## src/rtl/can_rx.sv

```systemverilog
// CAN 2.0A receiver: bit destuffing, frame parsing, CRC-15 check, ACK drive.
module can_rx #(
  parameter int unsigned IDLE_BITS = 11,
  parameter logic [14:0] CRC_POLY  = 15'h4599
) (
  input  logic        clk,
  input  logic        rst,
  input  logic        sample_en,
  input  logic        rx,
  output logic [10:0] rx_id,
  output logic        rx_rtr,
  output logic [3:0]  rx_dlc,
  output logic [63:0] rx_data,
  output logic        rx_valid,
  output logic        ack_drive,
  output logic        crc_err,
  output logic        stuff_err,
  output logic        form_err,
  output logic        busy
);

  localparam int unsigned CNT_W = 6;
  localparam logic [CNT_W-1:0] IDLE_LAST = CNT_W'(IDLE_BITS - 1);

  typedef enum logic [3:0] {
    S_IDLE, S_ID, S_RTR, S_IDE, S_R0, S_DLC, S_DATA, S_CRC,
    S_CRC_DEL, S_ACK_SLOT, S_ACK_DEL, S_EOF, S_WAIT_IDLE
  } state_t;

  state_t           state;
  logic [CNT_W-1:0] cnt;
  logic [CNT_W-1:0] data_last;
  logic [2:0]       stf_cnt;
  logic             stf_last;
  logic [14:0]      crc;
  logic [14:0]      crc_rx;
  logic [10:0]      id_sh;
  logic             rtr_r;
  logic [3:0]       dlc_sh;
  logic [63:0]      data_sh;

  logic        crc_nxt;
  logic [14:0] crc_upd;
  logic [3:0]  dlc_full;
  logic [3:0]  nbytes;
  logic        stuffed_field;
  logic        is_stuff;

  // CRC step, DLC decode and stuff-bit detection for the current sample
  assign crc_nxt  = rx ^ crc[14];
  assign crc_upd  = {crc[13:0], 1'b0} ^ (crc_nxt ? CRC_POLY : 15'd0);
  assign dlc_full = {dlc_sh[2:0], rx};
  assign nbytes   = rtr_r ? 4'd0 : ((dlc_full > 4'd8) ? 4'd8 : dlc_full);
  assign stuffed_field = (state inside {S_ID, S_RTR, S_IDE, S_R0, S_DLC, S_DATA, S_CRC});
  // a stuff bit may also follow the last CRC bit, landing in the CRC_DEL slot
  assign is_stuff = (stuffed_field || (state == S_CRC_DEL)) && (stf_cnt == 3'd5);
  assign busy     = (state != S_IDLE);

  // receive FSM, destuffer, field capture and registered strobes
  always_ff @(posedge clk or posedge rst) begin
    if (rst) begin
      state     <= S_IDLE;
      cnt       <= '0;
      data_last <= '0;
      stf_cnt   <= '0;
      stf_last  <= 1'b0;
      crc       <= '0;
      crc_rx    <= '0;
      id_sh     <= '0;
      rtr_r     <= 1'b0;
      dlc_sh    <= '0;
      data_sh   <= '0;
      rx_id     <= '0;
      rx_rtr    <= 1'b0;
      rx_dlc    <= '0;
      rx_data   <= '0;
      rx_valid  <= 1'b0;
      ack_drive <= 1'b0;
      crc_err   <= 1'b0;
      stuff_err <= 1'b0;
      form_err  <= 1'b0;
    end else begin
      rx_valid  <= 1'b0;
      crc_err   <= 1'b0;
      stuff_err <= 1'b0;
      form_err  <= 1'b0;
      if (sample_en) begin
        if (is_stuff) begin
          if (rx == stf_last) begin
            stuff_err <= 1'b1;
            state     <= S_WAIT_IDLE;
            cnt       <= '0;
          end else begin
            stf_last <= rx;
            stf_cnt  <= 3'd1;
          end
        end else begin
          if (stuffed_field) begin
            if (rx == stf_last) begin
              stf_cnt <= stf_cnt + 3'd1;
            end else begin
              stf_cnt  <= 3'd1;
              stf_last <= rx;
            end
          end
          case (state)
            S_IDLE: begin
              if (!rx) begin
                // SOF (dominant) shifted into a cleared register leaves it zero
                state    <= S_ID;
                crc      <= '0;
                crc_rx   <= '0;
                data_sh  <= '0;
                stf_cnt  <= 3'd1;
                stf_last <= 1'b0;
                cnt      <= '0;
              end
            end
            S_ID: begin
              id_sh <= {id_sh[9:0], rx};
              crc   <= crc_upd;
              if (cnt == CNT_W'(10)) begin
                state <= S_RTR;
                cnt   <= '0;
              end else begin
                cnt <= cnt + CNT_W'(1);
              end
            end
            S_RTR: begin
              rtr_r <= rx;
              crc   <= crc_upd;
              state <= S_IDE;
            end
            S_IDE: begin
              crc <= crc_upd;
              if (rx) begin
                form_err <= 1'b1;
                state    <= S_WAIT_IDLE;
                cnt      <= '0;
              end else begin
                state <= S_R0;
              end
            end
            S_R0: begin
              crc   <= crc_upd;
              state <= S_DLC;
              cnt   <= '0;
            end
            S_DLC: begin
              dlc_sh <= dlc_full;
              crc    <= crc_upd;
              if (cnt == CNT_W'(3)) begin
                cnt       <= '0;
                data_last <= CNT_W'(7'({nbytes, 3'b000}) - 7'd1);
                state     <= (nbytes == 4'd0) ? S_CRC : S_DATA;
              end else begin
                cnt <= cnt + CNT_W'(1);
              end
            end
            S_DATA: begin
              data_sh[~cnt] <= rx;
              crc           <= crc_upd;
              if (cnt == data_last) begin
                state <= S_CRC;
                cnt   <= '0;
              end else begin
                cnt <= cnt + CNT_W'(1);
              end
            end
            S_CRC: begin
              crc_rx <= {crc_rx[13:0], rx};
              if (cnt == CNT_W'(14)) begin
                state <= S_CRC_DEL;
                cnt   <= '0;
              end else begin
                cnt <= cnt + CNT_W'(1);
              end
            end
            S_CRC_DEL: begin
              if (!rx) begin
                form_err <= 1'b1;
                state    <= S_WAIT_IDLE;
              end else if (crc_rx != crc) begin
                crc_err <= 1'b1;
                state   <= S_WAIT_IDLE;
              end else begin
                ack_drive <= 1'b1;
                state     <= S_ACK_SLOT;
              end
              cnt <= '0;
            end
            S_ACK_SLOT: begin
              ack_drive <= 1'b0;
              state     <= S_ACK_DEL;
            end
            S_ACK_DEL: begin
              cnt <= '0;
              if (!rx) begin
                form_err <= 1'b1;
                state    <= S_WAIT_IDLE;
              end else begin
                state <= S_EOF;
              end
            end
            S_EOF: begin
              if (!rx) begin
                form_err <= 1'b1;
                state    <= S_WAIT_IDLE;
                cnt      <= '0;
              end else if (cnt == CNT_W'(6)) begin
                rx_id    <= id_sh;
                rx_rtr   <= rtr_r;
                rx_dlc   <= dlc_sh;
                rx_data  <= data_sh;
                rx_valid <= 1'b1;
                state    <= S_IDLE;
                cnt      <= '0;
              end else begin
                cnt <= cnt + CNT_W'(1);
              end
            end
            S_WAIT_IDLE: begin
              if (!rx) begin
                cnt <= '0;
              end else if (cnt == IDLE_LAST) begin
                state <= S_IDLE;
                cnt   <= '0;
              end else begin
                cnt <= cnt + CNT_W'(1);
              end
            end
            default: begin
              state <= S_IDLE;
              cnt   <= '0;
            end
          endcase
        end
      end
    end
  end

endmodule

```

## config.mk

```make
export PLATFORM = sky130hd
export DESIGN_NAME = can_rx
export DESIGN_NICKNAME = d
export VERILOG_FILES = /design/src/rtl/can_rx.sv
export SDC_FILE = /design/constraint.sdc
export NUM_CORES = 1
export LEC_CHECK = 0
export ABC_AREA = 1
export CORE_UTILIZATION = 55
export CTS_CLUSTER_DIAMETER = 120
export DETAILED_ROUTE_END_ITERATION = 8
export PLACE_DENSITY = 0.82
export SLEW_MARGIN = 5
export SYNTH_ARGS = -nofsm -noshare
export SYNTH_HDL_FRONTEND = slang
export SYNTH_SLANG_ARGS = --single-unit
```

## constraint.sdc

```tcl
create_clock -name clk -period 8.2 [get_ports clk]
set_clock_uncertainty 0.2 [all_clocks]
set_input_delay 0.82 -clock clk [delete_from_list [all_inputs] [get_ports clk]]
set_output_delay 0.82 -clock clk [all_outputs]
set_load 0.005 [all_outputs]
```

Word-level counts from Yosys, hierarchy flattened
Index checks and enable logic that the tools add are counted.

Add/sub/neg operators: 3. Equality and inequality tests: 35. Reduce and logical (&&, ||, !) cells: 26. Bitwise logic cells: 4. Order comparisons: 3. Muxes and demuxes: 72.

Operator list (count): $pmux W64 S2 (1); $mux W6 (11); $bwmux W64 (1); $mux W64 (1); $pmux W15 S2 (2); $mux W4 (14); $pmux W6 S9 (1); $pmux W4 S13 (1); $mux W15 (2); $mux W3 (9); $mux W1 (26); $eq A4 B4 Y1 const B (5); $eq A4 B3 Y1 const B (4); $reduce_and A4 Y1 (4); $ne A15 B15 Y1 (1); $reduce_and A5 Y1 (3); $xor A15 B15 Y15 (1); $eq A6 B4 Y1 const B (2); $ne A3 B2 Y1 const B (4); $ne A3 B3 Y1 const B (4); $reduce_and A10 Y1 (1); $reduce_and A3 Y1 (3); $eq A4 B2 Y1 const B (2); $logic_not A4 Y1 (2); other kinds (29) (38).

Input port bits: 4. Register bits after elaboration: 215. Output and inout port bits: 86. Word-level logic and storage cells: 163.

Depth between registers and ports, before layout
Depth after elaboration: 8. Gate-level depth with buffers: 14. Gate-level depth less buffers: 11.

Least setup slack after synthesis
No wires, ideal clock.

Kind: input-to-reg. Start point: input rx. End point: register cnt[3]. Buffers on the path: 0. Cell stages on the path: 8. Setup time: 130 ps. Data arrival time: 1805 ps. Data required time: 7870 ps. Path slack: 6065 ps. Cell sequence: ha_1 > inv_1 > nand3_1 > nand3_1 > a21oi_1 > inv_1 > nand2_1 > o21ai_0.

Word-level cells in the longest chain between the ends: 3. Elaborated cells between the ends (all ways): 9. Those cells by class: eq/ne: 4; mux: 4; reduce/logical: 1.

RTL lines: start: declaration (line 9) `input logic rx,`; $mux W6, or another cell as far along (line 223) `if (!rx) begin`; $pmux W6 S9 or $ne A2 B1 Y1 (tied branches); $mux W6 or $reduce_and A5 Y1 (tied branches); end signal: assignment (line 126) `cnt <= cnt + CNT_W'(1);`; end signal: assignment (line 219) `cnt <= cnt + CNT_W'(1);`; end signal: assignment (line 229) `cnt <= cnt + CNT_W'(1);`; end: declaration (line 31) `logic [CNT_W-1:0] cnt;`.

Parallel ways exist; a longest one is shown, timed or not. A chain may end at the register's enable or synchronous reset.

Final worst setup path
Start point: register cnt[4]. End point: register rx_data[13].

Word-level cells in the longest chain between the ends: 2.

RTL lines: start signal: assignment (line 126); start signal: assignment (line 157) `cnt <= cnt + CNT_W'(1);`; start signal: assignment (line 167) `cnt <= cnt + CNT_W'(1);`; $eq A6 B3 Y1 (line 210) `end else if (cnt == CNT_W'(6)) begin`; $reduce_and A5 Y1 (no line); end signal: assignment (line 214) `rx_data <= data_sh;`; end: declaration (line 13) `output logic [63:0] rx_data,`.

Every way passes these cells.

==> results.json <==
{
  "status": "completed",
  "path_class": "flop to flop",
  "start_util_pct": 57.0,
  "place_ws_ns": 4.39,
  "hold_end": "rx_data[53]$_DFFE_PP0P_",
  "max_freq_mhz": 267,
  "gr-usage-met2_pct": 41.2,
  "portBuffers": 89,
  "instances_no_fill": 1571,
  "crit_arrival_ns": 3.94,
  "synth_cells": 1270,
  "rrSetupSlack_ns": 4.45,
  "worst_pin_slew_ns": 1.11,
  "grt_pass1_wl_um": 41300,
  "min_from": "data_sh[53]$_DFFE_PP0P_",
  "ios": 90,
  "cts_buffers": 24,
  "place.gp.congestion": 0.899,
  "die_y_um": 140,
  "grt_max_degree": 137,
  "vdd_drop_max_uv": 156,
  "cts_root_buffer": "clkbuf_16",
  "grt_pass1_vias": 8310,
  "coreArea_mm2": 0.0183,
  "drv_slew": 0,
  "worstPathMaxFanout": 105,
  "finalCritPeriodShare_pct": 45.8,
  "antenna_found_initial": 0,
  "cts_tree": "done",
  "path_cells": "nor2_2, nand4_1, nand3b_1, nor2_1, nand3_4, buf_4, o21ai_0, inv_1",
  "rows": 49,
  "slowest_stage": "nor2_2",
  "gr-usage-met3_pct": 4.51,
  "place_area_mm2": 0.0113,
  "yosysSeqAreaShare_pct": 51.2,
  "rsz0062_at_grt": "false",
  "p_per_area_mw_per_mm2": 258,
  "wl_um": 25200,
  "grt_overflow_total": 0,
  "holdWs_ns": 0.293,
  "syn-num-nets": 1282,
  "utilization_pct": 66.3,
  "synth_edf_count": 0,
  "cts_resized": 0,
  "fin_area_mm2": 0.0121,
  "yosysUniqueCellTypes": 37,
  "vias_per_cell": 5.59,
  "setup_tns_ns": 0,
  "ff2ff_path_depth": 8,
  "synth-warning-count": 0,
  "hold_path_class": "flop to flop",
  "postCtsHoldBufs": 0,
  "dp_hpwl_um": 15800,
  "layout_min_cycle_time_ns": 3.75,
  "r2r-start": "cnt[4]$_DFFE_PP0P_",
  "dp_cells": 1528,
  "synthArstFlopShare_pct": 100,
  "grt_usage_pct": 26.1,
  "layout-drive-gt1-share_pct": 5.81,
  "drt.antenna.violating_nets": 0,
  "timing.rr.end": "rx_data[13]$_DFFE_PP0P_",
  "final-setup-viol-count": 0,
  "drcViolationCount": 0,
  "drt_iter0_markers": 1074,
  "grt_busiest_layer": "met2",
  "relSlewSlack_pct": 25.9,
  "synth.cell_area_mm2": 0.0104,
  "syn_area_per_cell_um2": 8.20,
  "syn_to_final_growth_pct": 16.4,
  "num_antenna_cells": 0,
  "vias": 8787,
  "worst_setup_path_end_kind": "flop",
  "dominantRegCellSynth": "dfrtp_1",
  "avgRoutedWirePerCell_um": 16.0,
  "clk_path_buf_depth": 3,
  "p_leak_nw": 5.80,
  "final_nets": 1337,
  "clk-insertion-delay-late_ns": 0.51,
  "cts_sinks": 213,
  "gr-usage-met1_pct": 36.6,
  "total_power_mw": 3.13,
  "max_cap_violations": 0,
  "clk_pin_slew_worst_paths_ns": 0.06,
  "ys_ff_latch": 213,
  "dieArea_mm2": 0.0195,
  "fillers": 1449,
  "post_cts_buffers": 0,
  "hold_viol_final": 0,
  "die_w_um": 140,
  "cts_max_level": 1,
  "fin_ws_ns": 4.45,
  "critical_path_required_ns": 8.39,
  "cpPeakStageDelay_ns": 0.70,
  "worstHoldPathCells": 2,
  "cp-start-kind": "flop",
  "dr.pass1.iters": 5
}
worst max-delay path, delay by kind of cell (launching register included):
family / cells / cell delay, ns
simple gates: 5 / 1.89
buf+inv: 2 / 0.66
flops: 1 / 0.48
compound gates: 1 / 0.31
flip-flops by register name, summed over array words and instances, names as in the netlist, 6 cells and up:
signal	flops
rx_id	11
data_sh	64
crc	15
rx_data	64
cnt	6
id_sh	11
crc_rx	15
area by class of cell:
class / instances / area (um2) / share of cell area [%]
Timing Repair Buffer: 95 / 936 / 7.72
Tap cell: 229 / 287 / 2.36
Multi-Input combinational cell: 741 / 3800 / 31.4
Clock inverter: 8 / 100 / 0.826
Clock buffer: 35 / 713 / 5.89
Sequential cell: 213 / 5330 / 44.0
Inverter: 250 / 946 / 7.81
synthesized netlist by cell type, drive strengths merged, types with 6 or more instances:
| master | n | area, um2 |
|---|---|---|
| dfrtp | 213 | 5330 |
| o31ai | 64 | 480 |
| a21oi | 65 | 325 |
| inv | 244 | 916 |
| o21ai | 210 | 1070 |
| ha | 8 | 100 |
| clkinv | 6 | 22.5 |
| nor3 | 15 | 110 |
| nand3 | 49 | 250 |
| nand4 | 11 | 68.8 |
| clkbuf | 24 | 92.6 |
| buf | 42 | 265 |
| nand2 | 236 | 923 |
| a31oi | 17 | 106 |
| nor2 | 51 | 228 |
per-layer routing:
metal  vias to the layer above  wire (um)
met1                      4105      11100
met5                         -          0
li1                       4229          -
met4                         0        704
met3                        79       1860
met2                       374      11500
cells in the final DEF (no fill, tap or decap), types with 11 or more instances in the layout:
master           synthesis  routed
inv_1                  236     235
nand2_1                229     228
dfrtp_1                213     213
o21ai_0                164     164
clkdlybuf4s50_1          0      89
a21oi_1                 65      65
o31ai_1                 64      64
nand3_1                 48      48
nor2_1                  46      44
o21ai_1                 44      44
clkbuf_16                0      25
a31oi_1                 17      17
nand4_1                 11      11
kinds of logic after synthesis:
kind of cell             share of synthesized area, %
buffers and inverters                            12.5
AO/OA/AOI/OAI                                    19.5
XOR/XNOR                                        0.505
AND/OR/NAND/NOR                                  15.3
flip-flops                                       51.2
adder cells (fa/ha/maj)                         0.962
how the worst max path moves through the flow:
stage,end,startpoint,cells after the start
global route,rx_id[2]$_DFFE_PP0P_,cnt[4]$_DFFE_PP0P_,8
finish,rx_data[13]$_DFFE_PP0P_,cnt[4]$_DFFE_PP0P_,8
floorplan,ack_drive$_DFFE_PP0P_,rst,1
detailed placement,data_sh[6]$_DFFE_PP0P_,rx,8
global placement,data_sh[12]$_DFFE_PP0P_,rx,8
CTS,rx_id[2]$_DFFE_PP0P_,cnt[4]$_DFFE_PP0P_,8
report_power, final:
part,switching (mW),leakage (nW),internal [mW],total [mW]
Combinational,0.564,2.89,0.226,0.790
Clock,0.422,0.404,0.667,1.09
Sequential,0.102,2.50,1.15,1.25
Total,1.09,5.80,2.04,3.13
Power figures use the tool's default switching activity.
